### src/rtl/hilo_unit.sv
`default_nettype none
// ============================================================================
// hilo_unit : HI/LO multiply-result register pair; MULT/MTHI/MTLO loads, plus
//             MADD/MSUB accumulate when built with HILO_MADD_EN defined.
// Rev 1.0
// ============================================================================
module hilo_unit (
  input  logic        Clk,
  input  logic        Reset,
  input  logic        OpValid,
  input  logic [2:0]  Op,
  input  logic [63:0] Product,
  input  logic [31:0] RsData,
  output logic [31:0] HI,
  output logic [31:0] LO,
  output logic        Busy,
  output logic        HiLoZero
);

  localparam logic [2:0] c_op_mult = 3'b001;
  localparam logic [2:0] c_op_mthi = 3'b010;
  localparam logic [2:0] c_op_mtlo = 3'b011;

  logic [31:0] r_hi;
  logic [31:0] r_lo;
  logic        w_idle;
  logic        w_accum;
  logic        w_accept;
  logic [63:0] w_acc_sum;

`ifdef HILO_MADD_EN
  localparam logic [2:0] c_op_madd = 3'b100;
  localparam logic [2:0] c_op_msub = 3'b101;
  localparam logic [0:0] c_st_idle  = 1'b0;
  localparam logic [0:0] c_st_accum = 1'b1;

  logic [0:0]  r_state;
  logic [63:0] r_capt;
  logic        r_sub;
  logic        w_start;

  assign w_idle  = (r_state == c_st_idle);
  assign w_accum = (r_state == c_st_accum);
  assign w_start = w_accept && ((Op == c_op_madd) || (Op == c_op_msub));

  // Sum is formed from the captured operand only, so a new request held
  // on the inputs during ACCUM has no effect.
  assign w_acc_sum = r_sub ? ({r_hi, r_lo} - r_capt) : ({r_hi, r_lo} + r_capt);

  always_ff @(posedge Clk or posedge Reset) begin
    if (Reset) begin
      r_state <= c_st_idle;
      r_capt  <= 64'h0;
      r_sub   <= 1'b0;
    end else if (w_start) begin
      r_state <= c_st_accum;
      r_capt  <= Product;
      r_sub   <= (Op == c_op_msub);
    end else begin
      r_state <= c_st_idle;
    end
  end

  assign Busy = w_accum;
`else
  assign w_idle    = 1'b1;
  assign w_accum   = 1'b0;
  assign w_acc_sum = 64'h0;
  assign Busy      = 1'b0;
`endif

  assign w_accept = OpValid && w_idle;

  always_ff @(posedge Clk or posedge Reset) begin
    if (Reset) begin
      r_hi <= 32'h0;
      r_lo <= 32'h0;
    end else if (w_accum) begin
      {r_hi, r_lo} <= w_acc_sum;
    end else if (w_accept) begin
      case (Op)
        c_op_mult: {r_hi, r_lo} <= Product;
        c_op_mthi: r_hi <= RsData;
        c_op_mtlo: r_lo <= RsData;
        default: ;
      endcase
    end
  end

  assign HI       = r_hi;
  assign LO       = r_lo;
  assign HiLoZero = ({r_hi, r_lo} == 64'h0);

endmodule
`default_nettype wire

### config.mk
export PLATFORM = sky130hd
export DESIGN_NAME = hilo_unit
export DESIGN_NICKNAME = d
export VERILOG_FILES = /design/src/rtl/hilo_unit.sv
export SDC_FILE = /design/constraint.sdc
export NUM_CORES = 1
export LEC_CHECK = 0
export ABC_AREA = 0
export CAP_MARGIN = 15
export CORE_ASPECT_RATIO = 1.4
export CORE_UTILIZATION = 41
export CTS_BUF_LIST = sky130_fd_sc_hd__clkbuf_8
export CTS_CLUSTER_SIZE = 20
export DETAILED_ROUTE_END_ITERATION = 16
export GPL_ROUTABILITY_DRIVEN = 0
export GPL_TIMING_DRIVEN = 1
export PLACE_DENSITY = 0.83
export SLEW_MARGIN = 20
export SYNTH_ARGS = -nofsm -noshare
export SYNTH_HDL_FRONTEND = slang
export SYNTH_SLANG_ARGS = --single-unit
### constraint.sdc
create_clock -name Clk -period 2.85 [get_ports Clk]
set_clock_uncertainty 0.2 [all_clocks]
set_input_delay 0.57 -clock Clk [delete_from_list [all_inputs] [get_ports Clk]]
set_output_delay 0.57 -clock Clk [all_outputs]
set_load 0.05 [all_outputs]
=== Word level (Yosys, flattened, before mapping) ===
Cells that the tools add are included.

* Output and inout port bits: 66
* Bits in registers: 64
* Logic and storage cells: 12
* Bits of input ports: 102

* Eq/ne operators: 3
* Reductions and logical operators: 5
* Muxes and demuxes: 2

{| class="wikitable"
|+ Operators with widths
! cell !! number
|-
| 32-bit one-hot mux with 2 select lines || 2
|-
| 64-bit zero test || 1
|-
| 3-bit by 2-bit equality test with 1-bit output (second input constant) || 2
|-
| 2-bit AND reduction || 2
|-
| 2-bit nonzero test || 2
|-
| 3-bit by 1-bit equality test with 1-bit output (second input constant) || 1
|}

=== Logic depth before layout (Yosys ltp) ===
* Word-level depth: 3
* Depth in mapped cells: 5
* Depth with buffers taken out: 3

=== Worst setup path after synthesis ===
Ideal clock, no wire load.

* Path type: register -> output
* Start: register r_lo[20] (netlist: LO[20])
* End: output port HiLoZero
* Path buffers: 0
* Data required time: 2.080 ns
* Slack: -0.475 ns
* Cell stages (with the launch flop): 4
* Arrival time: 2.555 ns
* Cell sequence: dfrtp_1 > nor4_1 > nand4_1 > nor4_1

* Cells in the longest elaborated chain, start to end: 1

{| class="wikitable"
|+ Ends and longest elaborated chain
! what !! line !! source
|-
| start, declared || 25 || <nowiki>logic [31:0] r_lo;</nowiki>
|-
| start signal, assigned || 79 || <nowiki>{r_hi, r_lo} <= w_acc_sum;</nowiki>
|-
| start signal, assigned || 82 || <nowiki>c_op_mult: {r_hi, r_lo} <= Product;</nowiki>
|-
| start signal, assigned || 84 || <nowiki>c_op_mtlo: r_lo <= RsData;</nowiki>
|-
| 64-bit zero test || 92 || <nowiki>assign HiLoZero = ({r_hi, r_lo} == 64'h0);</nowiki>
|-
| end, declared || 17 || <nowiki>output logic HiLoZero</nowiki>
|}

Every way passes these cells.

=== Worst setup path after layout ===
* Start: register r_lo[26] (netlist: LO[26])
* End: output port HiLoZero

Same word-level chain as after synthesis.

==> reports/qor.csv <==
stage;metric;value;unit
synthesis;Synthesized Nets;371;
sta;Fmax achieved;377.8;MHz
clocking;total CTS buffers;9;
sta;Final Hold Vio Count;0;
routing;Via density;5.242;
sta;final count of pins violating max slew;0;
cells_and_area;Antenna diodes;0;
floorplan;row count;37;
clocking;CTS Root Cell;clkbuf_8;
placed_design;Placement Cell Area;5030;um2
global_routing;vias in the first global route;2848;
routing;Post-Route WL;9848;um
floorplan;Ports;168;
clocking;clock-pin slew on the worst setup and hold paths;0.07;ns
pwr;static leakage power;2.268;nW
placed_design;DP Wirelength;7705;um
synthesis;largest family of logic cells by synthesized area;multiplexers;
cells_and_area;Area growth syn-to-layout;61.18;%
synthesis;Post-Syn Area;3223;um2
clocking;CTS resizes;0;
synthesis;xor/xnor share of the synthesized area;0.2717;%
pwr;VDD IR max;0.5453;mV
clocking;worst skew pair latency;0.33;ns
global_routing;initial antenna violation count;0;
clocking;Post CTS Setup Buffer Count;0;
clocking;# hold bufs at CTS;0;
run_status;status;completed;
sta;Setup Viol. Count Final;0;
job;maximum capacitance violations;0;
routing;initial drt markers;130;
cells_and_area;most frequent cells in the layout;clkdlybuf4s50_1, dfrtp_1, mux2_2;
clocking;# clock sinks;64;
routing;DR vias;2815;
sta;ratio of final minimum period to clock period;92.88;%
placed_design;pre-CTS WS;0.2346;ns
cells_and_area;fillers;601;
routing;routed len/inst;18.34;um
routing;DRC Markers;0;
setup_path;CP Launch Type;flop;
synthesis;Cells after Synth;269;
synthesis;simple-gate share of the synthesized area;9.239;%
setup_path;Setup CP Type;reg -> out;
sta;RSZ-0062 raised after global routing;no;
cells_and_area;nets;537;
routing;Pre-antenna DRT Iters;4;
pwr;Power Density;679.2;nW/um2
synthesis;sequential element share of the synthesized area;49.69;%
floorplan;initial core utilization;42.98;%
synthesis;Ys Warns;0;
synthesis;Compound-Gate Fraction of Synth Area;4.969;%
synthesis;mux contribution to synthesized area;32.30;%
routing;ANT nets after route;0;
floorplan;core area;7500;um2
sta;relative slew slack;62.66;%
floorplan;Die X;76.94;um
hold_path;Hold WC Path Type;in -> async;
global_routing;first-pass GRT wire length;15020;um
clocking;H-tree depth;3;
cells_and_area;post-route cell area;5195;um2
sta;Final WS setup;0.2028;ns
setup_path;Req. time, crit path;2.08;ns
floorplan;Die ar.;8225;um2
sta;setup TNS;0;ns
cells_and_area;most common cell after layout, fill and taps aside;clkdlybuf4s50_1;
setup_path;Critical Path AT;1.88;ns
global_routing;largest net degree at the start of global routing;65;
cells_and_area;Final Util;69.27;%
clocking;TritonCTS clock tree;yes;
placed_design;port buffer count;166;
global_routing;GRT overflow;0;
synthesis;Adder-Cell Fraction of Synth Area;0;%
sta;Worst-Margin Slew;0.5584;ns
pwr;total power;3.528;mW
floorplan;chip height;106.9;um
synthesis;Netlist cell types;18;
global_routing;All-Layer GR Usage;24.43;%
cells_and_area;layout cells sized above 1;20.00;%
setup_path;top fanout value on the critical path;3;
clocking;CTS max path bufs;2;
sta;min cycle time layout;2.647;ns
setup_path;Worst setup EP type;primary output;
synthesis;Mean Syn Cell Area;11.98;um2
synthesis;Yosys reg bits;64;
## through the flow
stage	cells	hold WS, ns
CTS	537	0.2707
detailed placement	521	0.2954
floorplan	269	0.5662
finish	537	0.2787
global route	537	0.2879
global placement	521	0.2923
## layer usage
metal  up-vias  global-route usage (%)  routed length [um]  part of all wire, %
met3        25                   3.745                 440                  4.5
met5         -                       0                   0                    0
met4         0                   14.29                 402                  4.1
met1      1356                   28.52                3844                   39
li1       1319                       -                   -                    -
met2       115                   42.28                5161                   52
## final timing paths
path / startpoint / to / slack [ns] / cells past startpoint
worst min-delay path: Reset / LO[1] / 0.28 / 2
worst max register to register: HI[1] / HI[1] / 1.83 / 1
max in group asynchronous: Reset / HI[0] / 1.64 / 3
worst max-delay path: LO[26] / HiLoZero / 0.20 / 4
min in group Clk: LO[16] / LO[16] / 0.31 / 2
worst min register to register: LO[16] / LO[16] / 0.31 / 2
## cells by family after synthesis
logic type	after synthesis
XOR/XNOR	1
other	1
AO/OA/AOI/OAI	32
AND/OR/NAND/NOR	57
multiplexers	96
buffers and inverters	18
flip-flops	64
## sequential cells by signal (all words and copies together) (netlist names)
name,count
HI,32
LO,32
## cells in the mapped netlist
master     n  share of area, %
nand3b_1   2              0.47
nand2_1   32               3.7
buf_4      4              0.93
nand4_1    4              0.78
nor3b_4    1              0.58
mux2_2    63                22
mux2_1     1              0.35
o21ai_0   32               5.0
buf_2      4              0.62
mux2i_1   32               9.9
xnor2_1    1              0.27
conb_1     1              0.12
inv_1      1              0.12
nor3b_2    1              0.39
buf_6      3               1.0
dfrtp_1   64                50
nor4_1    17               3.3
clkbuf_1   6              0.70
## where the power goes
part / internal [mW] / switching, mW
Clock: 0.327 / 0.333
Sequential: 1.10 / 0.175
Combinational: 0.628 / 0.963
Total: 2.06 / 1.47
## cell type report
type	count	area, um2	area share [%]
timing repair buffer	172	1779	34.25
sequential	64	1602	30.83
multi-input combinational	187	1524	29.34
clock buffer	10	137.6	2.649
tap	97	121.4	2.336
clock inverter	6	27.53	0.5299
inverter	1	3.754	0.07225
## worst max-delay path, cell delays in order, from the launching register on
cell and delay, ns:
dfrtp_1 0.40, nor4_1 0.37, nand4_1 0.19, nor4_2 0.39
buf_12 0.19
Note: power is estimated with default switching activity, not from simulation.
